<file path="src/rtl/median_stream_engine_if.sv">
// Stream bundle for the median engine: NCH input lanes popped together and
// one output lane, each with valid/ready handshaking.
interface median_stream_engine_if #(
    parameter int WIDTH = 32,
    parameter int NCH   = 3
);
    logic [NCH-1:0]       in_valid;
    logic [NCH-1:0]       in_ready;
    logic [NCH*WIDTH-1:0] in_data;
    logic                 out_valid;
    logic                 out_ready;
    logic [WIDTH-1:0]     out_data;

    modport master (
        output in_valid, in_data, out_ready,
        input  in_ready, out_valid, out_data
    );

    modport slave (
        input  in_valid, in_data, out_ready,
        output in_ready, out_valid, out_data
    );
endinterface

</file>
<file path="src/rtl/median_stream_engine.sv">
// Streaming median engine: pops one word from every input lane at once,
// registers their median and repeats for a run-time iteration count.
module median_stream_engine #(
    parameter int WIDTH  = 32,
    parameter int NCH    = 3,
    parameter int CW     = 32,
    parameter bit SIGNED = 1'b0
) (
    input  logic                   clk,
    input  logic                   rst_n,
    input  logic                   start,
    input  logic [CW-1:0]          iters,
    median_stream_engine_if.slave  strm,
    output logic [CW-1:0]          count,
    output logic                   busy,
    output logic                   done
);
    typedef enum logic [1:0] {IDLE, RUN, DRAIN, DONE} state_t;

    localparam logic [3:0] MID = 4'((NCH - 1) / 2);

    state_t            state_q;
    logic [CW-1:0]     target_q;
    logic [CW-1:0]     count_q;
    logic              outValid_q;
    logic [WIDTH-1:0]  outData_q;
    logic              busy_q;
    logic              done_q;

    logic [WIDTH-1:0]  word [NCH];
    logic [WIDTH-1:0]  median_d;
    logic [3:0]        rank;
    logic              accept;

    function automatic logic lessThan(input logic [WIDTH-1:0] a, input logic [WIDTH-1:0] b);
        if (SIGNED) return $signed(a) < $signed(b);
        return a < b;
    endfunction

    for (genvar k = 0; k < NCH; k++) begin : g_unpack
        assign word[k] = strm.in_data[k*WIDTH +: WIDTH];
    end

    // Equal words are ranked by lane index, so exactly one lane lands on the middle rank.
    always_comb begin
        median_d = '0;
        rank     = '0;
        for (int i = 0; i < NCH; i++) begin
            rank = '0;
            for (int j = 0; j < NCH; j++) begin
                if (lessThan(word[j], word[i]) || (j < i && word[j] == word[i]))
                    rank = rank + 4'd1;
            end
            if (rank == MID) median_d = word[i];
        end
    end

    assign accept        = (state_q == RUN) && (&strm.in_valid) && (!outValid_q || strm.out_ready);
    assign strm.in_ready = {NCH{accept}};
    assign strm.out_valid = outValid_q;
    assign strm.out_data  = outData_q;
    assign count = count_q;
    assign busy  = busy_q;
    assign done  = done_q;

    always_ff @(posedge clk or negedge rst_n) begin
        if (!rst_n) begin
            state_q    <= IDLE;
            target_q   <= '0;
            count_q    <= '0;
            outValid_q <= 1'b0;
            outData_q  <= '0;
            busy_q     <= 1'b0;
            done_q     <= 1'b0;
        end else begin
            case (state_q)
                IDLE, DONE: begin
                    if (start) begin
                        target_q <= iters;
                        count_q  <= '0;
                        if (iters == '0) begin
                            state_q <= DONE;
                            busy_q  <= 1'b0;
                            done_q  <= 1'b1;
                        end else begin
                            state_q <= RUN;
                            busy_q  <= 1'b1;
                            done_q  <= 1'b0;
                        end
                    end
                end
                RUN: begin
                    if (accept && count_q == target_q - 1'b1)
                        state_q <= DRAIN;
                end
                DRAIN: begin
                    if (outValid_q && strm.out_ready) begin
                        state_q <= DONE;
                        busy_q  <= 1'b0;
                        done_q  <= 1'b1;
                    end
                end
                default: state_q <= IDLE;
            endcase

            // A pop and a new accept in the same cycle keep out_valid high without a bubble.
            if (accept) begin
                outData_q  <= median_d;
                outValid_q <= 1'b1;
                count_q    <= count_q + 1'b1;
            end else if (outValid_q && strm.out_ready) begin
                outValid_q <= 1'b0;
            end
        end
    end
endmodule
</file>
<file path="src/flat_wrapper.sv">
// flat-port wrapper written by rule: the top's interface ports become plain ports
module median_stream_engine_flat 
#(
    parameter int WIDTH  = 32,
    parameter int NCH    = 3,
    parameter int CW     = 32,
    parameter bit SIGNED = 1'b0
)
  (clk, rst_n, start, iters, count, busy, done, strm_in_valid, strm_in_data, strm_out_ready, strm_in_ready, strm_out_valid, strm_out_data);
  median_stream_engine_if #(.WIDTH(WIDTH), .NCH(NCH)) strm_i ();
  input  logic clk;
  input  logic rst_n;
  input  logic start;
  input  logic [CW-1:0] iters;
  output logic [CW-1:0] count;
  output logic busy;
  output logic done;
  input wire logic [$bits(strm_i.in_valid)-1:0] strm_in_valid;
  input wire logic [$bits(strm_i.in_data)-1:0] strm_in_data;
  input wire logic [$bits(strm_i.out_ready)-1:0] strm_out_ready;
  output wire logic [$bits(strm_i.in_ready)-1:0] strm_in_ready;
  output wire logic [$bits(strm_i.out_valid)-1:0] strm_out_valid;
  output wire logic [$bits(strm_i.out_data)-1:0] strm_out_data;
  assign strm_i.in_valid = strm_in_valid;
  assign strm_i.in_data = strm_in_data;
  assign strm_i.out_ready = strm_out_ready;
  assign strm_in_ready = strm_i.in_ready;
  assign strm_out_valid = strm_i.out_valid;
  assign strm_out_data = strm_i.out_data;
  median_stream_engine #(.WIDTH(WIDTH), .NCH(NCH), .CW(CW), .SIGNED(SIGNED)) u_core (.clk(clk), .rst_n(rst_n), .start(start), .iters(iters), .strm(strm_i), .count(count), .busy(busy), .done(done));
endmodule
</file>
<file path="config.mk">
export PLATFORM = sky130hd
export DESIGN_NAME = median_stream_engine_flat
export DESIGN_NICKNAME = d
export VERILOG_FILES = /design/src/rtl/median_stream_engine_if.sv /design/src/rtl/median_stream_engine.sv /design/src/flat_wrapper.sv
export SDC_FILE = /design/constraint.sdc
export NUM_CORES = 1
export LEC_CHECK = 0
export BUFFER_PORTS_ARGS = -buffer_cell sky130_fd_sc_hd__buf_2
export CAP_MARGIN = 10
export CORE_MARGIN = 1
export CORE_UTILIZATION = 40
export DETAILED_ROUTE_END_ITERATION = 10
export GPL_TIMING_DRIVEN = 0
export PLACE_DENSITY = 0.6
export SYNTH_ARGS = -nofsm -noshare
export SYNTH_HDL_FRONTEND = slang
export SYNTH_SLANG_ARGS = --single-unit
</file>
<file path="constraint.sdc">
create_clock -name clk -period 4.3 [get_ports clk]
set_input_delay 0.645 -clock clk [delete_from_list [all_inputs] [get_ports clk]]
set_output_delay 0.645 -clock clk [all_outputs]
set_load 0.02 [all_outputs]
</file>
==> impl_metrics.json <==
{
  "synth_cell_types": 70,
  "yosysWarnings": 0,
  "syn_area_per_cell_um2": 8.51,
  "clk_latency_ns": 0.36,
  "clk_pin_slew_ns": 0.08,
  "grt_pass1_vias": 8179,
  "p_clk_share_pct": 19.0,
  "rows": 53,
  "drv_cap": 0,
  "final_cell_count_no_fill": 1513,
  "synth_ff_type": "dfrtp_1",
  "worstMarginPinSlew_ns": 0.952,
  "synth_seq_area_share_pct": 29.3,
  "syn_inst": 1015,
  "dp.cells": 1495,
  "hold_violations": 0,
  "internal-power_w": 0.00265,
  "ff2ff_setup_slack_ns": 1.03,
  "path_max_fanout": 12,
  "ir_drop_mv": 0.259,
  "seq_power_share_pct": 35.0,
  "routed_via_density": 5.66,
  "start_kind": "flop",
  "synth_edf_count": 0,
  "fin_nets": 1466,
  "grt_overflow": 0,
  "cts-resized-gates": 0,
  "leakagePower_nw": 4.80,
  "initial_core_util_pct": 41.0,
  "finalCriticalPeriod_ns": 3.97,
  "grt.total_usage_pct": 24.9,
  "root_buffer": "clkbuf_16",
  "min_path_type": "in -> async",
  "die_h_um": 149,
  "syn_to_final_growth_pct": 19.8,
  "fill_cells": 2121,
  "setup_violations": 0,
  "syn_nets": 1250,
  "cts_tree": "yes",
  "gp_congestion": 0.866,
  "setup_tns_ns": 0,
  "cts_made_buffers": 9,
  "wl_per_cell_um": 17.9,
  "vias": 8571,
  "hold_ws_ns": 0.333,
  "cts-htree-levels": 3,
  "required_ns": 3.65,
  "grt_antenna_before_repair": 2,
  "cp-end-kind": "output port",
  "dr.pass1.iters": 5,
  "drive_above_1_share_pct": 23.4,
  "grt_start_max_net_pins": 53,
  "die_w_um": 149,
  "total_power_w": 0.00464,
  "p_per_area_mw_per_mm2": 448,
  "arrival_ns": 3.33,
  "io_pins": 205,
  "rsz0062_at_grt": "no",
  "combPwrFrac_pct": 45.9,
  "antenna_left": 0,
  "grt_pass1_wl_mm": 43.4,
  "worstSetupPathType": "reg -> out",
  "die_area_mm2": 0.0222,
  "place_hpwl_mm": 21.4,
  "p_sw_w": 0.00199,
  "routed_wl_mm": 27.2,
  "netSwitchingFraction_pct": 42.8,
  "clk_path_buf_depth": 2,
  "clock-sinks": 101,
  "fin_skew_ns": 0.00968,
  "io_buffers": 204,
  "cts_hold_buf": 0,
  "async_flop_share_pct": 100,
  "run_status": "finished, final reports clean",
  "cts_setup_buffers": 0,
  "clock.fmax_mhz": 252,
  "ys_ff_latch": 101,
  "drv_slew": 0,
  "utilization_pct": 49.1,
  "drtIter0Drc": 520,
  "remaining_drc_errors": 0,
  "syn_area_mm2": 0.00864,
  "relSlewSlack_pct": 36.0,
  "fin_crit_sh_pct": 92.3,
  "core-area_mm2": 0.0211
}
-- logic make-up (layout without fill, tap and decap cells) --
| family | after synthesis | after routing | share of synthesized area [%] |
|---|---|---|---|
| adder cells (fa/ha/maj) | 100 | 100 | 14.5 |
| flip-flops | 101 | 101 | 29.3 |
| AO/OA/AOI/OAI | 246 | 246 | 18.6 |
| XOR/XNOR | 38 | 38 | 3.85 |
| other | 0 | 2 | 0 |
| multiplexers | 37 | 37 | 4.75 |
| buffers and inverters | 128 | 349 | 6.05 |
| AND/OR/NAND/NOR | 365 | 365 | 23.0 |
-- cells in the mapped netlist, drive strengths merged (3+ instances only) --
library cell / number / area (µm²)
and3: 10 / 62.6
nor2: 31 / 119
xor2: 12 / 105
dfrtp: 101 / 2530
a21o: 9 / 67.6
o21a: 7 / 52.6
or3: 4 / 27.5
nand2b: 39 / 244
mux2i: 5 / 50.1
clkbuf: 42 / 163
inv: 76 / 285
nand4: 34 / 213
a211oi: 3 / 22.5
nor3: 11 / 55.1
nand4b: 4 / 35.0
ha: 100 / 1250
o211ai: 13 / 97.6
a2111oi: 3 / 70.1
a221oi: 4 / 35.0
o31ai: 7 / 52.6
mux2: 32 / 360
nor3b: 3 / 22.5
or4: 10 / 86.3
and4: 8 / 70.1
or2: 6 / 37.5
o22ai: 33 / 213
o21ai: 44 / 220
nand3: 60 / 300
nor2b: 7 / 43.8
a31oi: 45 / 282
a21oi: 57 / 285
xnor2: 26 / 228
buf: 10 / 75.1
nand3b: 9 / 67.6
nor4: 25 / 184
nand2: 97 / 364
-- sequential cells by signal, indices dropped and copies added (netlist names) --
name and count:
u_core.count 32, u_core.strm.out_data 32, u_core.target_q 32, u_core.state_q 2, u_core.busy 1, u_core.done 1, u_core.strm.out_valid 1
-- final cells by class --
cell class | count | area [µm²] | area share, %
diodes | 2 | 5.00 | 0.0484
plain buffers | 52 | 238 | 2.30
clock buffers | 9 | 225 | 2.18
clock inverters | 7 | 81.3 | 0.786
inverters | 76 | 285 | 2.76
multi-input cells | 786 | 5590 | 54.0
flip-flops and latches | 101 | 2530 | 24.4
well taps | 275 | 344 | 3.33
repair buffers | 205 | 1050 | 10.2
-- metal layers --
metal / vias up / GRT usage (%) / share of wire, %
li1: 4200 / - / -
met1: 4093 / 33.9 / 46
met2: 253 / 41.0 / 47
met3: 25 / 3.82 / 5.6
met4: 0 / 6.58 / 1.4
met5: - / 0 / 0
-- critical path, cell delays in order, from the launching register on --
cell and delay [ns]:
dfrtp_1 0.41, inv_1 0.06, ha_1 0.19, nand4_1 0.10, nand2b_1 0.15, clkbuf_1 0.25
inv_1 0.36, clkbuf_1 0.49, clkbuf_1 0.58, buf_4 0.21, buf_2 0.15
-- path summary, 6_finish.rpt --
kind                                                start                                   to  cells past startpoint
setup reg to reg           u_core.target_q[0]$_DFFE_PN0P_        u_core.state_q[0]$_DFFE_PN0P_                     11
setup / recovery            u_core.state_q[1]$_DFFE_PN0P_                     strm_in_ready[2]                     10
min in group clk                  u_core.busy$_DFFE_PN0P_              u_core.busy$_DFFE_PN0P_                      1
hold / removal                                      rst_n  u_core.strm.out_data[6]$_DFFE_PN0P_                      1
max in group asynchronous                           rst_n          u_core.count[2]$_DFFE_PN0P_                      2
hold reg to reg                   u_core.busy$_DFFE_PN0P_              u_core.busy$_DFFE_PN0P_                      1
-- layout by cell type (no fill, tap or decap), types with 4 or more instances in the layout --
master and n:
nor2_1 30, inv_1 76, o31ai_1 7, mux2_2 32, o21ai_0 44, nand3_1 60, dfrtp_1 101, o21a_1 7
and3_1 10, nand2_1 97, mux2i_1 5, a221oi_1 4, a31oi_1 45, nor3_1 11, ha_1 100, nand3b_1 9
or2_2 6, nor4_1 22, nand2b_1 39, xor2_1 12, o22ai_1 32, a21oi_1 57, and4_1 8, a21o_1 9
buf_4 5, clkbuf_16 9, nor2b_1 7, nand4b_1 4, or4_1 7, nand4_1 34, clkbuf_1 40, xnor2_1 26
buf_2 203, o211ai_1 13
-- power groups by stage --
stage | clock, W | combinational (W) | sequential (W)
after floorplan | 0 | 0.00131 | 0.00174
after global placement | 0 | 0.00209 | 0.00163
after detailed placement | 0 | 0.00212 | 0.00163
after CTS | 0.000904 | 0.00213 | 0.00162
after global routing | 0.000933 | 0.00234 | 0.00167
final | 0.000882 | 0.00213 | 0.00162
-- per-stage QoR --
stage	cell area, µm²	setup WS [ns]
global placement	10000	0.378
global route	10300	0.0530
finish	10300	0.330
CTS	10300	0.229
detailed placement	10000	0.350
floorplan	8640	1.32
Power figures use the tool's default switching activity.
